### config.mk
export PLATFORM = sky130hd
export DESIGN_NAME = addsub_pipe
export DESIGN_NICKNAME = d
export VERILOG_FILES = /design/src/rtl/addsub_pipe.sv
export SDC_FILE = /design/constraint.sdc
export NUM_CORES = 1
export LEC_CHECK = 0
export CAP_MARGIN = 15
export CORE_MARGIN = 3
export CORE_UTILIZATION = 47
export DETAILED_ROUTE_END_ITERATION = 8
export GPL_ROUTABILITY_DRIVEN = 0
export PLACE_DENSITY = 0.84
export SLEW_MARGIN = 20
export SYNTH_ARGS = -nofsm -noshare
export SYNTH_HDL_FRONTEND = slang
export SYNTH_SLANG_ARGS = --single-unit
### constraint.sdc
create_clock -name clk -period 2.1 [get_ports clk]
set_input_delay 0.42 -clock clk [delete_from_list [all_inputs] [get_ports clk]]
set_output_delay 0.42 -clock clk [all_outputs]
set_load 0.1 [all_outputs]
### src/rtl/addsub_pipe.sv
// -----------------------------------------------------------------------------
// addsub_pipe
//   Pipelined add/subtract unit: s = x + (k ? ~y : y) + ci over WIDTH bits.
//   The carry chain is split into CHUNK-bit slices. Each slice gets one register
//   stage, so latency is WIDTH/CHUNK cycles and throughput is one beat per cycle.
//   The whole pipeline stalls together when the result is not taken.
//
//   Optional feature: define ADDSUB_SAT_EN to saturate s to the signed min/max
//   on overflow. cu, ov and zero always describe the raw sum.
//
// Ports
//   clk        rising-edge clock
//   rst_n      asynchronous active-low reset
//   in_valid   operand beat valid        in_ready   unit can accept a beat
//   x, y       operands (WIDTH)          ci, k      carry in, invert y
//   out_valid  result beat valid         out_ready  downstream accepts result
//   s          sum/difference (WIDTH)
//   cu         carry out of the MSB
//   ov         signed overflow
//   zero       raw sum == 0
// -----------------------------------------------------------------------------
module addsub_pipe #(
    parameter int WIDTH = 8,
    parameter int CHUNK = 4
) (
    input  logic             clk,
    input  logic             rst_n,
    input  logic             in_valid,
    output logic             in_ready,
    input  logic [WIDTH-1:0] x,
    input  logic [WIDTH-1:0] y,
    input  logic             ci,
    input  logic             k,
    output logic             out_valid,
    input  logic             out_ready,
    output logic [WIDTH-1:0] s,
    output logic             cu,
    output logic             ov,
    output logic             zero
);

    localparam int STAGES = WIDTH / CHUNK;

    logic             stall;

    // Inputs seen by each stage. Stage 0 reads the ports. Stage i reads the
    // registers of stage i-1.
    logic [WIDTH-1:0] src_x  [STAGES];
    logic [WIDTH-1:0] src_yk [STAGES];
    logic [WIDTH-1:0] src_ps [STAGES];
    logic             src_c  [STAGES];
    logic             src_v  [STAGES];

    logic             out_valid_q, out_valid_d;
    logic [WIDTH-1:0] s_q, s_d;
    logic             cu_q, cu_d;
    logic             ov_q, ov_d;
    logic             zero_q, zero_d;

    assign stall    = out_valid_q && !out_ready;
    assign in_ready = !stall;

    assign src_x[0]  = x;
    assign src_yk[0] = k ? ~y : y;
    assign src_ps[0] = '0;
    assign src_c[0]  = ci;
    assign src_v[0]  = in_valid && in_ready;

    for (genvar i = 0; i < STAGES; i++) begin : g_stage
        logic [CHUNK:0]   add_c;
        logic [WIDTH-1:0] ps_next;

        assign add_c = {1'b0, src_x[i][i*CHUNK +: CHUNK]}
                     + {1'b0, src_yk[i][i*CHUNK +: CHUNK]}
                     + {{CHUNK{1'b0}}, src_c[i]};

        always_comb begin
            ps_next = src_ps[i];
            ps_next[i*CHUNK +: CHUNK] = add_c[CHUNK-1:0];
        end

        if (i < STAGES - 1) begin : g_reg
            // The carry crosses into the next slice only through c_q. There is
            // never a combinational path from one stage to the next.
            logic [WIDTH-1:0] x_q, x_d;
            logic [WIDTH-1:0] yk_q, yk_d;
            logic [WIDTH-1:0] ps_q, ps_d;
            logic             c_q, c_d;
            logic             v_q, v_d;

            always_comb begin
                x_d  = x_q;
                yk_d = yk_q;
                ps_d = ps_q;
                c_d  = c_q;
                v_d  = v_q;
                if (!stall) begin
                    v_d = src_v[i];
                    if (src_v[i]) begin
                        x_d  = src_x[i];
                        yk_d = src_yk[i];
                        ps_d = ps_next;
                        c_d  = add_c[CHUNK];
                    end
                end
            end

            always_ff @(posedge clk or negedge rst_n) begin
                if (!rst_n) begin
                    x_q  <= '0;
                    yk_q <= '0;
                    ps_q <= '0;
                    c_q  <= 1'b0;
                    v_q  <= 1'b0;
                end else begin
                    x_q  <= x_d;
                    yk_q <= yk_d;
                    ps_q <= ps_d;
                    c_q  <= c_d;
                    v_q  <= v_d;
                end
            end

            assign src_x[i+1]  = x_q;
            assign src_yk[i+1] = yk_q;
            assign src_ps[i+1] = ps_q;
            assign src_c[i+1]  = c_q;
            assign src_v[i+1]  = v_q;
        end else begin : g_out
            logic             raw_ov;
            logic [WIDTH-1:0] s_res;

            assign raw_ov = (src_x[i][WIDTH-1] == src_yk[i][WIDTH-1])
                         && (ps_next[WIDTH-1] != src_x[i][WIDTH-1]);

`ifdef ADDSUB_SAT_EN
            // Overflow means the true sum has the same sign as x.
            // Clamp toward that sign.
            assign s_res = !raw_ov           ? ps_next :
                           src_x[i][WIDTH-1] ? {1'b1, {(WIDTH-1){1'b0}}} :
                                               {1'b0, {(WIDTH-1){1'b1}}};
`else
            assign s_res = ps_next;
`endif

            // Result registers change only when a valid beat lands. While
            // out_valid is low they still hold the last result.
            always_comb begin
                out_valid_d = out_valid_q;
                s_d         = s_q;
                cu_d        = cu_q;
                ov_d        = ov_q;
                zero_d      = zero_q;
                if (!stall) begin
                    out_valid_d = src_v[i];
                    if (src_v[i]) begin
                        s_d    = s_res;
                        cu_d   = add_c[CHUNK];
                        ov_d   = raw_ov;
                        zero_d = (ps_next == '0);
                    end
                end
            end

            always_ff @(posedge clk or negedge rst_n) begin
                if (!rst_n) begin
                    out_valid_q <= 1'b0;
                    s_q         <= '0;
                    cu_q        <= 1'b0;
                    ov_q        <= 1'b0;
                    zero_q      <= 1'b0;
                end else begin
                    out_valid_q <= out_valid_d;
                    s_q         <= s_d;
                    cu_q        <= cu_d;
                    ov_q        <= ov_d;
                    zero_q      <= zero_d;
                end
            end
        end
    end

    assign out_valid = out_valid_q;
    assign s         = s_q;
    assign cu        = cu_q;
    assign ov        = ov_q;
    assign zero      = zero_q;

endmodule
==> impl_summary.txt <==
----------------------------------------------------
[Setup path]
  Critical register-to-register path endpoint ... zero$_DFFE_PN0P_
  Maximum fanout along the worst path ... 2
  Required time of the worst setup path ... 2.38 ns
  Startpoint Class ... flop
  Data arrival time of the critical path ... approximately 2.3 ns
  Worst setup path category ... reg2reg
  Highest-delay cell along the critical path ... sky130_fd_sc_hd__fa_1
  Worst setup EP type ... flop
  Worst reg2reg path depth ... 6
  R2r setup slk ... roughly 0.12 ns
  Worst path max stage delay ... roughly 0.5 ns
  Reg-to-reg startpoint ... g_stage[0].g_reg.x_q[4]$_DFFE_PN0P_
  Critical path cell sequence ... fa_2 -> inv_1 -> fa_1 -> or4b_4 -> nor4_4 -> a22o_1

[Die]
  Std cell rows ... 18
  Starting density of the core ... 0.512
  Die area ... between 0.003 and 0.004 mm2
  Height of the chip ... a little under 60 um
  Top-level port count ... 35
  Area inside the core boundary ... roughly 0.0026 mm2
  Horizontal extent of the die ... around 59 um

[Timing]
  Max-Slew Margin vs Limit ... 0.668
  Max-slew violation count ... 0
  F_max ... around 500 MHz
  RSZ-0062 raised after global routing ... false
  Least-Margin Pin Slew ... 0.497 ns
  Number of endpoints with negative hold slack in the final report ... 0
  Final setup violation count ... 0
  Final critical-path required period ... 1.98 ns
  Part of the cycle the worst path needs ... 0.945
  Setup Skew ... ~0.0065 ns

[Finish]
  Summed area of non-filler cells in the final layout ... 0.00176 mm2
  Fraction of final layout cells sized beyond drive strength 1 ... 0.245
  Seq. cell area ... approximately 650 um2
  Area Overhead vs Synth ... 32.8%
  Final std cells w/o fill ... between 150 and 200
  Fillcell total ... around 200
  Layout net count ... 192
  Antenna fix cells ... 0
  Multi-input gate area ... 632 um2

[Power and ir drop]
  Clock network power share ... 0.095
  Total power per unit cell area ... approximately 1300 mW/mm2
  Max rail drop VDD ... approximately 0.0011 V
  Net switching fraction of the power ... 0.529
  Lkg Pwr ... 0.000826 uW
  Net switching component of the power ... around 1200 uW
  Internal power component ... 1110 uW
  Part of the power in registers ... 0.319
  Share of total power in combinational logic ... 0.586

[Clocking]
  Total of hold buffers inserted after clock tree synthesis ... 0
  Root buffer cell ... sky130_fd_sc_hd__clkbuf_4
  Worst-path clk slew ... about 0.14 ns
  Maximum level of the CTS H-tree ... 1
  Clk Latency, worst-skew pair ... 0.33 ns
  Num Clock Sinks ... 26
  Maximum buffer depth of the clock tree ... 2
  Clock tree from TritonCTS ... done
  Number of buffers created by CTS ... 3

[Job]
  Max-cap violation count ... 0

[GRT]
  Largest net degree at the start of global routing ... 27
  Remaining global-route overflow ... 0
  Overall fraction of global-route tracks in use ... 0.156
  Number of global-route vias before repair ... 930
  First-pass GRT wire length ... approximately 4100 um
  Number of antenna violations at the first check in global routing ... 0

[Synth]
  Fraction of the yosys area taken by sequential cells ... 0.491
  Leading post-synthesis cells by cell area ... sky130_fd_sc_hd__dfrtp_1 49%, sky130_fd_sc_hd__mux2_2 8.5%, sky130_fd_sc_hd__fa_1 6.0%
  Cell variety after synth ... 24
  Gate count after technology mapping ... 118
  Netlist area before placement ... approximately 0.0013 mm2
  Number of synthesized flops with an enable pin ... 0
  Top FF cell, synth ... sky130_fd_sc_hd__dfrtp_1
  Post-synthesis net count ... 150
  Average size of a mapped cell ... ~11 um2
  Ys async rst share ... 1.00
  Number of register bits inferred by synthesis ... 26
  Cell with the most instances after synthesis ... sky130_fd_sc_hd__dfrtp_1
  Share of the synthesized area in the top cell type ... 0.491
  Most numerous cell types in the synthesized netlist ... 26 x sky130_fd_sc_hd__dfrtp_1, 16 x sky130_fd_sc_hd__nand2_1, 12 x sky130_fd_sc_hd__o21ai_0
  Biggest area consumer among synthesized cells ... sky130_fd_sc_hd__dfrtp_1
  Yosys warning count ... 0

[Detailed routing]
  Final WL ... approximately 2400 um
  Remaining number of nets flagged by the antenna check after routing ... 0
  First DRT Iteration DRCs ... 29
  # DRC ... 0
  Drt via density ... 4.99
  Wire per inst ... around 13 um
  Via count ... around 940
  Pre-antenna DRT Iters ... 4

[Placement]
  Placed Instances ... about 180
  Post-DP Area ... around 0.0017 mm2
  Buffers on Ports ... 34
  Hpwl dp ... slightly above 2000 um

[Min path]
  Class of the tightest hold or removal check ... in2async

[Run status]
  Run status ... complete, no violations

----------------------------------------------------
[worst max-delay path, delay by kind of cell, from the launching register on]
kind | cells | cell delay (ns)
AO/OA/AOI/OAI | 1 | 0.16
adder cells (fa/ha/maj) | 2 | 0.71
buffers and inverters | 1 | 0.05
flip-flops | 1 | 0.41
AND/OR/NAND/NOR | 2 | 0.62
[flip-flops by register name, summed over array words and instances, names as in the netlist]
register            flops
s                       8
g_stage.g_reg.ps_q      4
g_stage.g_reg.x_q       4
g_stage.g_reg.yk_q      4
cu                      1
g_stage.g_reg.c_q       1
g_stage.g_reg.v_q       1
out_valid               1
ov                      1
zero                    1
[cell families after synthesis]
kind of cell               synth area share
AOI/OAI and AO/OA                    0.0953
xor gates and xnor gates             0.0792
adders and majority gates             0.117
buffers and inverters                0.0443
DFF                                   0.491
muxes                                0.0849
and+or+nand+nor                      0.0887
[metrics by stage]
stage,setup TNS [ns],hold slack (ns),utilization,power (uW),worst slack [ns]
6_report,0,0.429,0.680,2350,0.116
2_1_floorplan,0,0.124,-,1780,0.0180
3_3_place_gp,-0.484,0.462,0.661,2080,-0.158
4_1_cts,0,0.438,0.671,2340,0.0134
3_5_place_dp,-0.733,0.481,0.661,2120,-0.221
5_1_grt,0,0.445,0.680,2460,0.00814
[worst max-delay path by stage]
| stage | from | slack [ns] | depth (start not counted) | endpoint |
|---|---|---|---|---|
| floorplan | out_valid$_DFFE_PN0N_ | 0.02 | 5 | g_stage[0].g_reg.ps_q[1]$_DFFE_PN0P_ |
| global placement | k | -0.16 | 6 | g_stage[0].g_reg.ps_q[1]$_DFFE_PN0P_ |
| detailed placement | k | -0.22 | 6 | g_stage[0].g_reg.ps_q[1]$_DFFE_PN0P_ |
| CTS | g_stage[0].g_reg.yk_q[4]$_DFFE_PN0P_ | 0.01 | 6 | zero$_DFFE_PN0P_ |
| global route | g_stage[0].g_reg.x_q[4]$_DFFE_PN0P_ | 0.008 | 6 | zero$_DFFE_PN0P_ |
| finish | g_stage[0].g_reg.x_q[4]$_DFFE_PN0P_ | 0.12 | 6 | zero$_DFFE_PN0P_ |
[placed cells by master (no fill, tap or decap), drive strengths merged]
master | Yosys | layout
a21boi | 1 | 1
a21o | 2 | 2
a21oi | 4 | 4
a22o | 1 | 1
buf | 4 | 21
clkbuf | 1 | 4
clkdlybuf4s50 | 0 | 21
dfrtp | 26 | 26
fa | 4 | 4
ha | 6 | 6
inv | 9 | 9
mux2 | 10 | 10
nand2 | 17 | 17
nand2b | 1 | 1
nand3 | 1 | 1
nor2 | 1 | 1
nor2b | 1 | 1
nor3b | 1 | 1
nor4 | 1 | 1
o21ai | 12 | 12
o31ai | 2 | 2
or4b | 1 | 1
xnor2 | 5 | 5
xor2 | 7 | 7
[power by group through the flow]
stage	Combinational, uW	Sequential, uW	Clock, uW
after floorplan	339	1440	0
after global placement	1330	748	0
after detailed placement	1360	761	0
after CTS	1370	748	226
after global routing	1450	769	240
final	1380	749	224
[layout make-up]
| class | count | area share |
|---|---|---|
| sequential | 26 | 0.370 |
| multi-input combinational | 78 | 0.359 |
| timing repair buffer | 42 | 0.216 |
| tap | 30 | 0.0213 |
| inverter | 9 | 0.0192 |
| clock buffer | 4 | 0.0149 |
[per-layer routing]
| metal | share of wire | GRT usage |
|---|---|---|
| met1 | 0.39 | 0.181 |
| met2 | 0.53 | 0.274 |
| met3 | 0.046 | 0.0153 |
| met4 | 0.030 | 0.0971 |
| met5 | 0 | 0 |
[repair_timing]
action | in CTS | in global routing
setup endpoints to repair | 0 | 2
setup buffers | 0 | 1
resized for setup | 0 | 4
endpoints found under the hold margin | 0 | 0
No activity file was read; power rests on OpenSTA's default activity.
